$ cat config.mk
export PLATFORM = sky130hd
export DESIGN_NAME = datapath_core
export DESIGN_NICKNAME = d
export VERILOG_FILES = /design/src/rtl/datapath_pkg.sv /design/src/rtl/datapath_core_alu.sv /design/src/rtl/datapath_core_reg_bank.sv /design/src/rtl/datapath_core.sv
export SDC_FILE = /design/constraint.sdc
export NUM_CORES = 1
export LEC_CHECK = 0
export ABC_CLOCK_PERIOD_IN_PS = 6200
export CAP_MARGIN = 20
export CORE_MARGIN = 2
export CORE_UTILIZATION = 54
export DETAILED_ROUTE_END_ITERATION = 10
export HOLD_SLACK_MARGIN = 0.05
export PLACE_DENSITY = 0.78
export SYNTH_ARGS = -nofsm -noshare
export SYNTH_HDL_FRONTEND = slang
export SYNTH_SLANG_ARGS = --single-unit
export TNS_END_PERCENT = 50
$ cat constraint.sdc
create_clock -name clk -period 6.2 [get_ports clk]
set_input_delay 1.24 -clock clk [delete_from_list [all_inputs] [get_ports clk]]
set_output_delay 1.24 -clock clk [all_outputs]
set_load 0.005 [all_outputs]
$ cat src/rtl/datapath_pkg.sv
// Shared widths and opcode encodings for the 16-bit teaching processor datapath.
package datapath_pkg;

    localparam int DATA_W = 16;
    localparam int ADDR_W = 3;

    localparam logic [3:0] OP_ADDI = 4'b0001;
    localparam logic [3:0] OP_ADD  = 4'b0010;
    localparam logic [3:0] OP_SUB  = 4'b0011;
    localparam logic [3:0] OP_AND  = 4'b0100;
    localparam logic [3:0] OP_OR   = 4'b0101;
    localparam logic [3:0] OP_XOR  = 4'b0110;
    localparam logic [3:0] OP_PASS = 4'b0111;
    localparam logic [3:0] OP_JMP  = 4'b1000;
    localparam logic [3:0] OP_BR   = 4'b1100;
    localparam logic [3:0] OP_OUT  = 4'b1111;

endpackage

$ cat src/rtl/datapath_core_alu.sv
// Combinational ALU; opcodes without an ALU meaning produce zero.
module alu_unit
    import datapath_pkg::*;
#(
    parameter int DATA_W_P = DATA_W
) (
    input  logic [3:0]          opcode,
    input  logic [DATA_W_P-1:0] op_a,
    input  logic [DATA_W_P-1:0] op_b,
    output logic [DATA_W_P-1:0] result,
    output logic                zero
);

    // Operation select; carry and borrow fall off the top of the datapath.
    always_comb begin
        result = '0;
        case (opcode)
            OP_ADD:  result = op_a + op_b;
            OP_SUB:  result = op_a - op_b;
            OP_AND:  result = op_a & op_b;
            OP_OR:   result = op_a | op_b;
            OP_XOR:  result = op_a ^ op_b;
            OP_PASS: result = op_a;
            default: result = '0;
        endcase
    end

    assign zero = (result == '0);

endmodule

$ cat src/rtl/datapath_core_reg_bank.sv
// Register bank: 2^ADDR_W general-purpose registers, two combinational read
// ports, one synchronous write port sharing its address with read port A.
module reg_bank
    import datapath_pkg::*;
#(
    parameter int DATA_W_P = DATA_W,
    parameter int ADDR_W_P = ADDR_W
) (
    input  logic                clk,
    input  logic                rst_n,
    input  logic [ADDR_W_P-1:0] addr_a,
    input  logic [ADDR_W_P-1:0] addr_b,
    input  logic                wr_en,
    input  logic [DATA_W_P-1:0] wr_data,
    output logic [DATA_W_P-1:0] rd_data_a,
    output logic [DATA_W_P-1:0] rd_data_b
);

    localparam int NUM_REGS = 2 ** ADDR_W_P;

    logic [DATA_W_P-1:0] regs_q [NUM_REGS];
    logic [DATA_W_P-1:0] regs_d [NUM_REGS];

    // Next-state of the bank: only the addressed register changes on a write.
    always_comb begin
        regs_d = regs_q;
        if (wr_en) begin
            regs_d[addr_a] = wr_data;
        end else begin
            regs_d = regs_q;
        end
    end

    // Bank storage; reset wins over a simultaneous write.
    always_ff @(posedge clk) begin
        if (!rst_n) begin
            for (int i = 0; i < NUM_REGS; i++) begin
                regs_q[i] <= '0;
            end
        end else begin
            regs_q <= regs_d;
        end
    end

    // Reads are deliberately unbypassed: a write shows up only after the edge.
    assign rd_data_a = regs_q[addr_a];
    assign rd_data_b = regs_q[addr_b];

endmodule

$ cat src/rtl/datapath_core.sv
// Register-file-plus-ALU datapath; the ALU operands are the two read ports.
module datapath_core
    import datapath_pkg::*;
#(
    parameter int DATA_W = datapath_pkg::DATA_W,
    parameter int ADDR_W = datapath_pkg::ADDR_W
) (
    input  logic              clk,
    input  logic              rst_n,
    input  logic [ADDR_W-1:0] address_a,
    input  logic [ADDR_W-1:0] address_b,
    input  logic              write_enable,
    input  logic [DATA_W-1:0] write_data,
    input  logic [3:0]        opcode,
    output logic [DATA_W-1:0] data_a,
    output logic [DATA_W-1:0] data_b,
    output logic [DATA_W-1:0] alu_result,
    output logic              alu_zero
);

    reg_bank #(
        .DATA_W_P (DATA_W),
        .ADDR_W_P (ADDR_W)
    ) u_reg_bank (
        .clk       (clk),
        .rst_n     (rst_n),
        .addr_a    (address_a),
        .addr_b    (address_b),
        .wr_en     (write_enable),
        .wr_data   (write_data),
        .rd_data_a (data_a),
        .rd_data_b (data_b)
    );

    alu_unit #(
        .DATA_W_P (DATA_W)
    ) u_alu_unit (
        .opcode (opcode),
        .op_a   (data_a),
        .op_b   (data_b),
        .result (alu_result),
        .zero   (alu_zero)
    );

endmodule

# Yosys cells after proc, flatten, opt, wreduce, memory -nomap -nowiden
# Index checks and enable logic that the tools add are counted.
[totals] reg_bits=128 input_bits=29
[op_classes] addsub=2 order_cmp=3 eq_ne=6 muxes=10 n_bitwise=5 reduce_logical=2
[op_table] cell="128-bit bitwise mux" n=1
[op_table] cell="16-bit binary-select mux with 3-bit select" n=2
[op_table] cell="16-bit one-hot mux with 6 select lines" n=1
[op_table] cell="16-bit two-way mux" n=5
[op_table] cell="16-bit demux with 3-bit select" n=1
[op_table] cell="16-bit adder" n=1
[op_table] cell="16-bit bitwise AND" n=1
[op_table] cell="4-bit by 3-bit equality test with 1-bit output, second input constant" n=4
[op_table] cell="16-bit zero test" n=1
[op_table] cell="16-bit bitwise OR" n=1
[op_table] cell="16-bit subtractor" n=1
[op_table] cell="16-bit XOR" n=1
[op_table] cell="4-bit by 2-bit equality test with 1-bit output, second input constant" n=2
[op_table] cell="4-bit >= comparator, second input constant" n=2
[op_table] cell="3-bit NOT with 4-bit output" n=2
[op_table] cell="4-bit by 1-bit less-than comparator with 1-bit output, second input constant" n=1
[op_table] cell="1-bit logical AND" n=1

# Depth between registers and ports, before layout
[logic_depth] word_depth=7 depth_mapped=19 depth_no_buf=16

# Modules after synthesis
# From an unflattened synthesis, not the netlist that was laid out.
[hier_totals] hier_cells=1065 area_unflattened_um2=9419.0
[modules_own_cells] module="reg_bank" n_inst=1 cells_per_inst=767 area_each_um2=7139.3 seq_area_each_um2=2562.5
[modules_own_cells] module="alu_unit" n_inst=1 cells_per_inst=298 area_each_um2=2279.7 seq_area_each_um2=0.0

# Worst setup path before layout
# OpenSTA, ideal clock, no wires.
[synth_path] path_type="input to output" startpoint="input address_b[1]" endpoint="output alu_zero" arrival_ps=5063 required_ps=4960 setup_slack_ps=-103 stages=17 path_buffers=3 cell_sequence="buf_6 -> buf_12 -> mux4_1 -> mux2i_1 -> ha_1 -> and3_1 -> clkbuf_1 -> nor2_1 -> xnor2_1 -> ha_1 -> or3_1 -> o21a_1 -> a2111o_1 -> a41o_1 -> and2_1 -> mux2_1 -> nor3_1"
[synth_between] elab_chain_cells=7 elab_cells_between_ends=11 cone_classes="add/sub: 2; mux: 4; bitwise: 4; reduce/logical: 1"
[synth_rtl] item="from (decl)" line_no="datapath_core.sv:11" rtl="input logic [ADDR_W-1:0] address_b,"
[synth_rtl] item="3-bit NOT with 4-bit output (not written as such) (*)" line_no="datapath_core_reg_bank.sv:47" rtl="assign rd_data_b = regs_q[addr_b];"
[synth_rtl] item="16-bit binary-select mux with 3-bit select (*)" line_no="datapath_core_reg_bank.sv:47"
[synth_rtl] item="16-bit two-way mux (not written as such) (*) (2 in a row)" line_no="datapath_core_reg_bank.sv:47"
[synth_rtl] item="16-bit subtractor (tied with other cells)" line_no="datapath_core_alu.sv:19" rtl="OP_SUB: result = op_a - op_b;"
[synth_rtl] item="16-bit one-hot mux with 6 select lines (*)" line_no="datapath_core_alu.sv:17" rtl="case (opcode)"
[synth_rtl] item="16-bit zero test (*)" line_no="datapath_core_alu.sv:28" rtl="assign zero = (result == '0);"
[synth_rtl] item="to (decl)" line_no="datapath_core.sv:18" rtl="output logic alu_zero"
# Mark *: on every way between the ends. The rest lies on a longest branch, timed or not. The select of a mux whose other input is x is not followed.

# Worst setup path in the final report
[layout_path] startpoint="input address_b[1]" endpoint="output alu_result[15]"
[layout_between] elab_chain_cells=6 elab_cells_between_ends=10 cone_classes="add/sub: 2; mux: 4; bitwise: 4"
[layout_rtl] item="3-bit NOT with 4-bit output (not written as such) (*)" line_no="datapath_core_reg_bank.sv:47"
[layout_rtl] item="16-bit binary-select mux with 3-bit select (*)" line_no="datapath_core_reg_bank.sv:47"
[layout_rtl] item="16-bit two-way mux (not written as such) (*) (2 in a row)" line_no="datapath_core_reg_bank.sv:47"
[layout_rtl] item="16-bit subtractor (tied with other cells)" line_no="datapath_core_alu.sv:19"
[layout_rtl] item="16-bit one-hot mux with 6 select lines (*)" line_no="datapath_core_alu.sv:17"
[layout_rtl] item="to (decl)" line_no="datapath_core.sv:17" rtl="output logic [DATA_W-1:0] alu_result,"
# Marks and branches as above.

==> results.json <==
{
  "status": "finished clean",
  "p_leak_uw": 0.004952,
  "fp-row-count": 48,
  "synth_enable_flop_cells": 0,
  "top_regs": "u_reg_bank.regs_q x128",
  "slowest_delay_ns": 0.55,
  "syn_inst": 1102,
  "crit_buf_inv": 5,
  "synth.top_cells.by_area": "dfxtp_1, nand2_1, a21boi_0, mux4_2, ha_1",
  "design_power_total_uw": 2643,
  "pre_cts_ws_ns": -0.7264,
  "min_path_type": "flip-flop to flip-flop",
  "rsz0062_at_grt": "true",
  "num_vias": 9479,
  "clk_pin_slew_ns": 0.06,
  "drc": 0,
  "cts.sinks": 128,
  "route.detailed.wl_per_inst_um": 20.18,
  "hold_viol_final": 0,
  "p_per_area_nw_per_um2": 217.1,
  "fin_crit_sh_pct": 99.60,
  "insertion_delay_ns": 0.41,
  "fp.dieH_um": 135.4,
  "end_kind": "output port",
  "largest_reg_flops": 128,
  "die_area_um2": 18340,
  "cts_max_path_buffers": 2,
  "tritoncts": "built",
  "reg2reg_depth": 2,
  "gr-total-overflow": 0,
  "regMostFlops": "u_reg_bank.regs_q",
  "area_delta_synth_final_pct": 30.56,
  "antenna_found_initial": 0,
  "worstReg2RegEnd": "u_reg_bank.regs_q[83]",
  "grtUsageTotal_pct": 33.69,
  "final.fill_count": 1267,
  "crit_required_ns": 4.96,
  "start_util_pct": 54.48,
  "num_antenna_cells": 0,
  "core-area_um2": 17120,
  "cpMostUsedCell": "buf_4",
  "r2r-start": "u_reg_bank.regs_q[83]",
  "synth_area_um2": 9325,
  "yosysMostFrequentCell": "nand2_1",
  "synth_top_cell_by_area": "dfxtp_1",
  "gp_congestion": 0.9301,
  "ir_drop_v": 0.0001785,
  "finalNetCount": 1373,
  "cp-start-kind": "input pin",
  "hold_start": "u_reg_bank.regs_q[80]",
  "crit_start": "address_b[1]",
  "clock_skew_ns": 0,
  "critPathSlowestCell": "mux4_2",
  "grt_max_degree": 129,
  "synth_warnings": 0,
  "finalMaxSlewViolations": 0,
  "holdPathStages": 2,
  "fmax_mhz": 161.9,
  "numCtsBuffers": 17,
  "setup.worst_path.class": "input pin to output port",
  "synthFlopType": "dfxtp_1",
  "drt-total-wl_um": 30940,
  "netlist_top_cells_count": "nand2_1, a21boi_0, dfxtp_1",
  "hpwl_um": 21240,
  "io_buffers": 77,
  "htreeDepth": 4,
  "drv_cap": 0,
  "multi_input_area_um2": 6322,
  "finalSetupTns_ns": 0,
  "grt_pass1_vias": 9233,
  "via_per_inst": 6.183,
  "worstPathCellList": "buf_12, mux4_2, mux2i_4, inv_2, nor4_4, buf_4, a21oi_1, xnor2_1, ha_1, and2_4, buf_4, a2111o_1, a41o_1, and2_1, mux2_4, or2_1, buf_2",
  "holdBufCountCts": 0,
  "holdPathEnd": "u_reg_bank.regs_q[80]",
  "timing.final.ws_setup_ns": 0.02450,
  "synth-seq-cells": 128,
  "path_max_fanout": 8,
  "io_pins": 78,
  "syn_area_per_cell_um2": 8.462,
  "die_x_um": 135.4,
  "worst_slew_margin_rel_pct": 27.68,
  "grt_pass1_wl_um": 47890,
  "dr.pass1.iters": 6,
  "dr.first_iter.drc_count": 1033,
  "setup_violations": 0,
  "critPathTopFamily": "multiplexers",
  "yosysSeqAreaShare_pct": 27.48,
  "tightest_slew_ns": 1.082,
  "root_buffer": "clkbuf_16",
  "postRouteAntennaNets": 0,
  "ys_types": 79,
  "arrival_ns": 4.94,
  "synthArstFlopShare_pct": 0,
  "post_route_cells_drive_above_1_share_pct": 25.69,
  "synth_top_area_share_pct": 27.48,
  "r2r_slack_ns": 5.36,
  "synth.net_count": 1180,
  "period_minus_slack_ns": 6.175,
  "seq_area_um2": 2562
}
## kinds of logic (layout without fill, tap and decap cells)
logic type | Yosys count | after routing | share of synthesized area (%)
DFF | 128 | 128 | 27.48
xor gates and xnor gates | 19 | 19 | 1.785
and+or+nand+nor | 396 | 396 | 18.52
AOI/OAI and AO/OA | 278 | 278 | 21.84
muxes | 101 | 101 | 16.79
buffers and inverters | 131 | 337 | 6.937
adders and majority gates | 49 | 49 | 6.655
## layout by cell type, fill, tap and decap left out, types with 37 or more instances in the layout
master and instances:
mux4_2 38, nor2_1 37, a21boi_0 128, buf_4 178
ha_1 46, inv_1 37, mux2i_1 39, nand2_1 279
dfxtp_1 128, clkdlybuf4s50_1 65
## how the worst max path moves through the flow
stage	end	cells after the start	slack (ns)
after floorplan	alu_result[15]	18	0.001
after global placement	alu_zero	17	-0.64
after detailed placement	alu_zero	19	-0.73
after CTS	alu_result[9]	18	0.02
after global routing	alu_zero	19	-0.16
final	alu_result[15]	17	0.02
## timing repair
action / CTS / global route
endpoints found under the setup margin: 10 / 10
buffers inserted: 9 / 3
gates resized for setup: 52 / 28
endpoints found under the hold margin: 0 / 0
cloned: 0 / 0
pin swaps: 20 / 8
## layer usage
metal	global-route usage [%]	share of wire, %	up-vias
met2	55.75	48	561
met4	19.62	4.5	0
met1	40.55	38	4519
met3	7.183	9.9	115
met5	0	0	-
li1	-	-	4284
## tightest hold or removal path, stage by stage, from the launching register on
cell and delay, ns:
dfxtp_1 0.32, nand2_1 0.05, a21boi_0 0.06
## through the flow
step / hold slack [ns] / utilization, % / instances / cell area, um^2
global placement: 0.4651 / 65.55 / 1490 / 11220
CTS: 0.4825 / 70.30 / 1530 / 12030
global route: 0.5035 / 71.13 / 1533 / 12180
detailed placement: 0.4743 / 65.55 / 1490 / 11220
floorplan: 0.4487 / - / 1102 / 9353
finish: 0.4831 / 71.13 / 1533 / 12180
## where the power goes
group,switching (uW),internal [uW]
Sequential,16.1,841
Clock,366,733
Combinational,338,349
## area by class of cell
cell class,instances,area share (%)
multi-input cells,843,51.93
clock buffers,22,3.813
well taps,225,2.312
flip-flops and latches,128,21.05
inverters,41,1.305
repair buffers,264,18.10
clock inverters,10,1.500
Power figures use the tool's default switching activity.
